==> config.mk <==
export PLATFORM = sky130hd
export DESIGN_NAME = count_stream_decoder
export DESIGN_NICKNAME = d
export VERILOG_FILES = /design/src/rtl/count_dec_pkg.sv /design/src/rtl/count_delta_class.sv /design/src/rtl/count_stream_decoder.sv
export SDC_FILE = /design/constraint.sdc
export NUM_CORES = 1
export LEC_CHECK = 0
export ABC_AREA = 1
export BUFFER_PORTS_ARGS = -buffer_cell sky130_fd_sc_hd__buf_2
export CAP_MARGIN = 15
export CELL_PAD_IN_SITES_DETAIL_PLACEMENT = 0
export CELL_PAD_IN_SITES_GLOBAL_PLACEMENT = 1
export CORE_MARGIN = 3
export CORE_UTILIZATION = 43
export CTS_CLUSTER_SIZE = 10
export DETAILED_ROUTE_END_ITERATION = 8
export GPL_ROUTABILITY_DRIVEN = 0
export HOLD_SLACK_MARGIN = 0.05
export PLACE_DENSITY = 0.79
export SYNTH_ARGS = -nofsm -noshare
export SYNTH_HDL_FRONTEND = slang
export SYNTH_SLANG_ARGS = --single-unit
==> constraint.sdc <==
create_clock -name clk -period 4.2 [get_ports clk]
set_clock_uncertainty 0.1 [all_clocks]
set_input_delay 0.63 -clock clk [delete_from_list [all_inputs] [get_ports clk]]
set_output_delay 0.63 -clock clk [all_outputs]
set_load 0.02 [all_outputs]
==> src/rtl/count_dec_pkg.sv <==
// rtl/count_dec_pkg.sv - shared state and delta-class types for the count stream decoder
package count_dec_pkg;

    typedef enum logic [1:0] {EMPTY, SEEDED, TRAIN, LOCKED} state_t;
    typedef enum logic [2:0] {UP1, DN1, UP2, DN2, BAD} cls_t;

    function automatic logic cls_is_down(input cls_t c);
        return (c == DN1) || (c == DN2);
    endfunction

    function automatic logic cls_is_step2(input cls_t c);
        return (c == UP2) || (c == DN2);
    endfunction

endpackage

==> src/rtl/count_delta_class.sv <==
// rtl/count_delta_class.sv - combinational classification of the delta between two samples
module count_delta_class
    import count_dec_pkg::*;
#(
    parameter int W = 4
) (
    input  logic [W-1:0] last,
    input  logic [W-1:0] q,
    output cls_t         cls
);

    logic [W-1:0] d;

    // Modular subtraction makes wrap-around transitions fall into the normal classes.
    assign d = q - last;

    always_comb begin
        cls = BAD;
        if (d == W'(1))
            cls = UP1;
        else if (d == {W{1'b1}})
            cls = DN1;
        else if (d == W'(2))
            cls = UP2;
        else if (d == {{(W-1){1'b1}}, 1'b0})
            cls = DN2;
    end

endmodule

==> src/rtl/count_stream_decoder.sv <==
// rtl/count_stream_decoder.sv - locks onto an up/down step-1/2 count stream and predicts the next value
module count_stream_decoder
    import count_dec_pkg::*;
#(
    parameter int W      = 4,
    parameter int LOCK_N = 2,
    parameter int ECW    = 8
) (
    input  logic           clk,
    input  logic           rst,
    input  logic           valid,
    input  logic [W-1:0]   q,
    output logic           locked,
    output logic           down,
    output logic           step,
    output logic [W-1:0]   pred,
    output logic           err,
    output logic           mode_chg,
    output logic [ECW-1:0] err_cnt
);

    state_t       state, state_n;
    cls_t         cand, cand_n, cls;
    logic [3:0]   run, run_n, run_inc;
    logic [W-1:0] last;
    logic [W-1:0] off_n;
    logic         err_n, chg_n;

    count_delta_class #(.W(W)) u_class (
        .last (last),
        .q    (q),
        .cls  (cls)
    );

    assign run_inc = run + 4'd1;

    always_comb begin
        state_n = state;
        cand_n  = cand;
        run_n   = run;
        err_n   = 1'b0;
        chg_n   = 1'b0;
        if (valid) begin
            case (state)
                EMPTY: state_n = SEEDED;
                SEEDED: begin
                    if (cls != BAD) begin
                        cand_n  = cls;
                        run_n   = 4'd1;
                        state_n = (LOCK_N == 1) ? LOCKED : TRAIN;
                    end
                end
                TRAIN: begin
                    if (cls == BAD) begin
                        run_n   = 4'd0;
                        state_n = SEEDED;
                    end else if (cls == cand) begin
                        run_n = run_inc;
                        if (run_inc == 4'(LOCK_N))
                            state_n = LOCKED;
                    end else begin
                        cand_n = cls;
                        run_n  = 4'd1;
                    end
                end
                LOCKED: begin
                    if (cls == BAD) begin
                        err_n   = 1'b1;
                        run_n   = 4'd0;
                        state_n = SEEDED;
                    end else if (cls != cand) begin
                        chg_n   = 1'b1;
                        cand_n  = cls;
                        run_n   = 4'd1;
                        state_n = (LOCK_N == 1) ? LOCKED : TRAIN;
                    end
                end
                default: state_n = EMPTY;
            endcase
        end
    end

    // Signed step as a W-bit modular offset for the prediction.
    always_comb begin
        case (cand_n)
            UP1:     off_n = W'(1);
            DN1:     off_n = {W{1'b1}};
            UP2:     off_n = W'(2);
            DN2:     off_n = {{(W-1){1'b1}}, 1'b0};
            default: off_n = '0;
        endcase
    end

    always_ff @(posedge clk or posedge rst) begin
        if (rst) begin
            state    <= EMPTY;
            cand     <= UP1;
            run      <= 4'd0;
            last     <= '0;
            locked   <= 1'b0;
            down     <= 1'b0;
            step     <= 1'b0;
            pred     <= '0;
            err      <= 1'b0;
            mode_chg <= 1'b0;
            err_cnt  <= '0;
        end else begin
            err      <= err_n;
            mode_chg <= chg_n;
            if (valid) begin
                state  <= state_n;
                cand   <= cand_n;
                run    <= run_n;
                last   <= q;
                locked <= (state_n == LOCKED);
                down   <= cls_is_down(cand_n);
                step   <= cls_is_step2(cand_n);
                pred   <= q + off_n;
            end
            if (err_n && (err_cnt != {ECW{1'b1}}))
                err_cnt <= err_cnt + 1'b1;
        end
    end

endmodule
Word-level counts from Yosys, hierarchy flattened --
Index checks and enable logic that the tools add are counted.
Storage, ports and cells: logic and storage cells 74, register bits after elaboration 30, bits of input ports 7, output and inout bits 17
Operators by class: $add $sub $neg 4, reductions and logical operators 7, mux-type cells 33, equal/unequal tests 19
Operators by type and width (count):
- $mux 3 | 10
- $mux 4 | 5
- $pmux 4 s4 | 1
- $mux 2 | 7
- $pmux 4 s3 | 1
- $pmux 3 s3 | 1
- $add 8x1->8 const B | 1
- $eq 4x2->1 const B | 2
- $eq 4x4->1 const B | 2
- $ne 8x8->1 const B | 1
- $pmux 2 s4 | 1
- $mux 1 | 7
- $eq 2x2->1 const B | 3
- $eq 3x2->1 const B | 2
- $ne 3x3->1 const B | 2
- $add 4x1->4 const B | 1
- $add 4x4->4 | 1
- $eq 4x1->1 const B | 1
- $reduce_and 4->1 | 1
- $sub 4x4->4 | 1
- $eq 3x1->1 const B | 1
- $eq 3x3->1 | 1
- $eq 3x3->1 const B | 1
- $logic_not 3->1 | 1
- other kinds (7) | 8

Logic depth before layout (Yosys ltp) --
depth in word-level cells 14, mapped depth 23, mapped depth without buffers 23

By module --
A second synthesis with hierarchy kept.
Second synthesis, totals: cells, all modules 224, area total of the unflattened synthesis 1788.0 um2
Modules (own cells, without submodules):
- count_stream_decoder | cells an instance 186, sequential area each 750.7 um2, area each 1562.7 um2, times used 1
- count_delta_class | cells an instance 38, sequential area each 0.0 um2, area each 225.2 um2, times used 1

Worst setup path after synthesis --
No wires, ideal clock.
path kind input-to-reg, start in q[0], end reg pred[3], arrival time 3211 ps, path buffers 0, cell stages on the path 22, slack 768 ps, data required time 3979 ps, library setup time 121 ps, cells stage by stage inv_1 > ha_1 > fa_1 > xnor2_2 > inv_2 > nand3_1 > nand2_1 > nand2_2 > nand3_4 > nand2_4 > nand2_4 > inv_2 > a21oi_4 > nor2_4 > inv_2 > ha_1 > nand3_1 > nand2_1 > xor2_1 > o21ai_0 > nand2_1 > o21ai_1
Between the ends: longest elaborated chain between the ends 14, elaborated cells between the ends (all ways) 26, those cells by class 2 x add/sub; 11 x eq/ne; 12 x mux; 1 x reduce/logical
RTL lines:
- start, declared | RTL line count_stream_decoder.sv:12 | input logic [W-1:0] q,
- $sub 4x4->4 | RTL line count_delta_class.sv:15 | assign d = q - last;
- $eq 4x4->1 | RTL line count_delta_class.sv:25 | else if (d == {{(W-1){1'b1}}, 1'b0})
- $mux 3 | RTL line count_delta_class.sv:25
- $mux 3 | RTL line count_delta_class.sv:23 | else if (d == W'(2))
- $mux 3 | RTL line count_delta_class.sv:21 | else if (d == {W{1'b1}})
- $mux 3 | RTL line count_delta_class.sv:19 | if (d == W'(1))
- $ne 3x3->1 / $eq 3x3->1 (equally long branches) | RTL line count_stream_decoder.sv:71, count_stream_decoder.sv:57
- $mux 3, on equally long branches | RTL line count_stream_decoder.sv:71, count_stream_decoder.sv:57
- $mux 3, on equally long branches | RTL line count_stream_decoder.sv:67, count_stream_decoder.sv:54
- $pmux 3 s3 | RTL line count_stream_decoder.sv:44 | case (state)
- $mux 3 | RTL line count_stream_decoder.sv:43 | if (valid) begin
- $eq 3x2->1, or another cell as far along | RTL line count_stream_decoder.sv:85 | case (cand_n)
- $pmux 4 s4 | RTL line count_stream_decoder.sv:85
- $add 4x4->4 * | RTL line count_stream_decoder.sv:118 | pred <= q + off_n;
- end signal, assigned | RTL line count_stream_decoder.sv:118
- end, declared | RTL line count_stream_decoder.sv:16 | output logic [W-1:0] pred,
Mark *: on every way between the ends. The rest lies on a longest branch, timed or not. A chain may end at the register's enable or synchronous reset.

Worst setup path in the final report --
Ends and elaborated chain as after synthesis.

==> flow_metrics.env <==
export IMPL_fmaxAchievable_ghz=0.286
export IMPL_seq_area_frac_synth=0.390
export IMPL_globalRouteMet1Util=0.227
export IMPL_endpoint_kind="flip-flop"
export IMPL_synth_edf_count=0
export IMPL_synth_area_leaders="dfrtp_1 39%, nand2_1 11%, inv_1 6.6%"
export IMPL_seqPwrFrac=0.335
export IMPL_layout_min_cycle_time_ns=3.50
export IMPL_pre_cts_ws_ns=0.389
export IMPL_die_h_microns=72.9
export IMPL_die_area_sq_um=5310
export IMPL_vias=1529
export IMPL_core_sq_um=4140
export IMPL_multiInputGateArea_sq_um=1020
export IMPL_cts_root_buffer_cell="clkbuf_8"
export IMPL_tightest_slew_ns=0.374
export IMPL_switching_share=0.414
export IMPL_htreeDepth=2
export IMPL_gr_total_overflow=0
export IMPL_max_slew_margin_rel=0.750
export IMPL_yosys_warnings=0
export IMPL_area_delta_synth_final_pct=15.5
export IMPL_dp_hpwl_mm=2.83
export IMPL_setup_tns_ns=0
export IMPL_grt_usage=0.157
export IMPL_critPathMaxFanout=7
export IMPL_avgSynthCellArea_sq_um=8.29
export IMPL_die_w_microns=72.9
export IMPL_status="completed"
export IMPL_p_per_area_nw_per_um2=579
export IMPL_place_area_sq_um=2110
export IMPL_antenna_found_initial=0
export IMPL_leakagePower_uw=0.00124
export IMPL_fin_crit_sh=0.833
export IMPL_grt_pass1_wl_mm=6.44
export IMPL_n_antenna_cell=0
export IMPL_wirelength_mm=3.61
export IMPL_grt_use_met2=0.225
export IMPL_firstDrtPassIters=4
export IMPL_cts_tree="done"
export IMPL_cp_start_kind="input pin"
export IMPL_p_comb_frac=0.435
export IMPL_clk_latency_ns=0.27
export IMPL_holdWs_ns=0.315
export IMPL_drt_iter0_drc=105
export IMPL_cts_buffers=5
export IMPL_avgRoutedWirePerCell_microns=11.6
export IMPL_worst_slack_ns=0.702
export IMPL_slew_viol_final=0
export IMPL_syn_nets=250
export IMPL_cts_setup_buffers=0
export IMPL_crit_arrival_ns=3.56
export IMPL_synthCells=232
export IMPL_seq_area_sq_um=751
export IMPL_p_sw_uw=533
export IMPL_met3_usage=0.0413
export IMPL_yosysMostFrequentCell="nand2_1"
export IMPL_busiest_layer="met1"
export IMPL_drive_above_1_share=0.233
export IMPL_clock_tree_buffer_depth=2
export IMPL_grt_max_degree=31
export IMPL_postCtsResizedCells=0
export IMPL_clk_pin_slew_ns=0.06
export IMPL_synth_cell_types=27
export IMPL_ys_ff_latch=30
export IMPL_ant_nets=0
export IMPL_internal_power_uw=753
export IMPL_drc=0
export IMPL_syn_area_sq_um=1920
export IMPL_io_pins=24
export IMPL_netlist_area_leader_share=0.390
export IMPL_grt_pass1_vias=1414
export IMPL_rows=23
export IMPL_final_core_util=0.536
export IMPL_io_buffers=23
export IMPL_crit_chain="buf_2, inv_1, ha_1, fa_1, xnor2_2, inv_2, nand3_1, nand2_1, nand2_2, nand3_4, nand2_4, nand2_4, inv_2, a21oi_4, nor2_4, inv_2, ha_1, nand3_1, nand2_1, xor2_1, o21ai_0, nand2_1, o21ai_1"
export IMPL_clockPowerShare=0.230
export IMPL_routed_via_density=4.90
export IMPL_fin_nets=280
export IMPL_cts_sinks=30
export IMPL_synth_flop_cell="dfrtp_1"
export IMPL_async_flop_share=1.00
export IMPL_rsz0062_at_grt="false"
export IMPL_hold_buffers=0
export IMPL_max_cap_viol_count=0
export IMPL_stdcell_area_sq_um=2220
export IMPL_critical_path_class="input pin to flip-flop"
export IMPL_cpPeakStageDelay_ns=0.41
export IMPL_ys_top_cells_by_count="57 x nand2_1, 34 x inv_1, 30 x dfrtp_1, 15 x nand3_1, 12 x o21ai_0"
export IMPL_critPathRequiredTime_ns=4.27
export IMPL_ir_worst_vdd_v=0.000304
export IMPL_hold_path_class="input pin to async pin"
export IMPL_crit_path_top_delay_cell="fa_1"
export IMPL_start_util=0.464
export IMPL_synth_top_area_cell="dfrtp_1"
export IMPL_num_fill_cells=412
export IMPL_hold_viol=0
export IMPL_setup_viol_count_final=0
==> stage by stage <==
stage | total power, uW | std cells
final | 1290 | 312
after global routing | 1400 | 312
after CTS | 1300 | 312
after detailed placement | 999 | 305
after global placement | 998 | 305
after floorplan | 860 | 232
==> final timing paths <==
check / end / from / slack [ns] / cells after the start
max reg2reg: pred[3] / last[0] / 0.83 / 21
min: err_cnt[1] / rst / 0.32 / 3
max: pred[3] / q[0] / 0.70 / 23
min in group clk: pred[0] / pred[0] / 0.38 / 2
max in group asynchronous: run[3] / rst / 3.41 / 3
min reg2reg: pred[0] / pred[0] / 0.38 / 2
==> power by group through the flow <==
stage	combinational, uW	sequential [uW]	clock (uW)
6_report	559	431	296
5_1_grt	641	442	318
4_1_cts	567	430	304
3_5_place_dp	565	434	0
3_3_place_gp	564	434	0
2_1_floorplan	382	478	0
==> layer usage <==
metal	share of wire	vias up	routed length, microns
met5	0	-	0
met1	0.52	700	1890
li1	-	799	-
met4	0.0066	0	24
met3	0.033	2	118
met2	0.44	28	1580
==> state kept, by name (all words and copies together), names as in the netlist <==
register / flops
cand: 3
down: 1
err: 1
err_cnt: 8
last: 4
locked: 1
mode_chg: 1
pred: 4
run: 4
state: 2
step: 1
==> worst max-delay path, delay by kind of cell <==
kind                     cells  cell delay [ns]
AO/OA/AOI/OAI                3             0.21
XOR/XNOR                     2             0.52
buffers and inverters        5             0.38
adder cells (fa/ha/maj)      3             0.88
AND/OR/NAND/NOR             10             0.94
==> area by class of cell <==
| type | count | area share |
|---|---|---|
| multi-input cells | 161 | 0.459 |
| flip-flops and latches | 30 | 0.338 |
| inverters | 39 | 0.0659 |
| repair buffers | 25 | 0.0586 |
| clock buffers | 6 | 0.0372 |
| well taps | 50 | 0.0282 |
| clock inverters | 1 | 0.0135 |
==> kinds of logic after synthesis <==
kind of cell / synth area share
xor gates and xnor gates: 0.0586
buffers and inverters: 0.0800
DFF: 0.390
adders and majority gates: 0.0794
AOI/OAI and AO/OA: 0.0735
and+or+nand+nor: 0.318
==> placed cells by master (no fill, tap or decap), types with 6 or more instances in the layout <==
cell	count
buf_2	23
inv_1	34
ha_1	9
nand3_1	15
dfrtp_1	30
xor2_1	7
o21ai_0	12
nand2_1	57
nor2_1	10
clkbuf_8	6
o21ai_1	6
nand4_1	9
No activity file was read; power rests on OpenSTA's default activity.
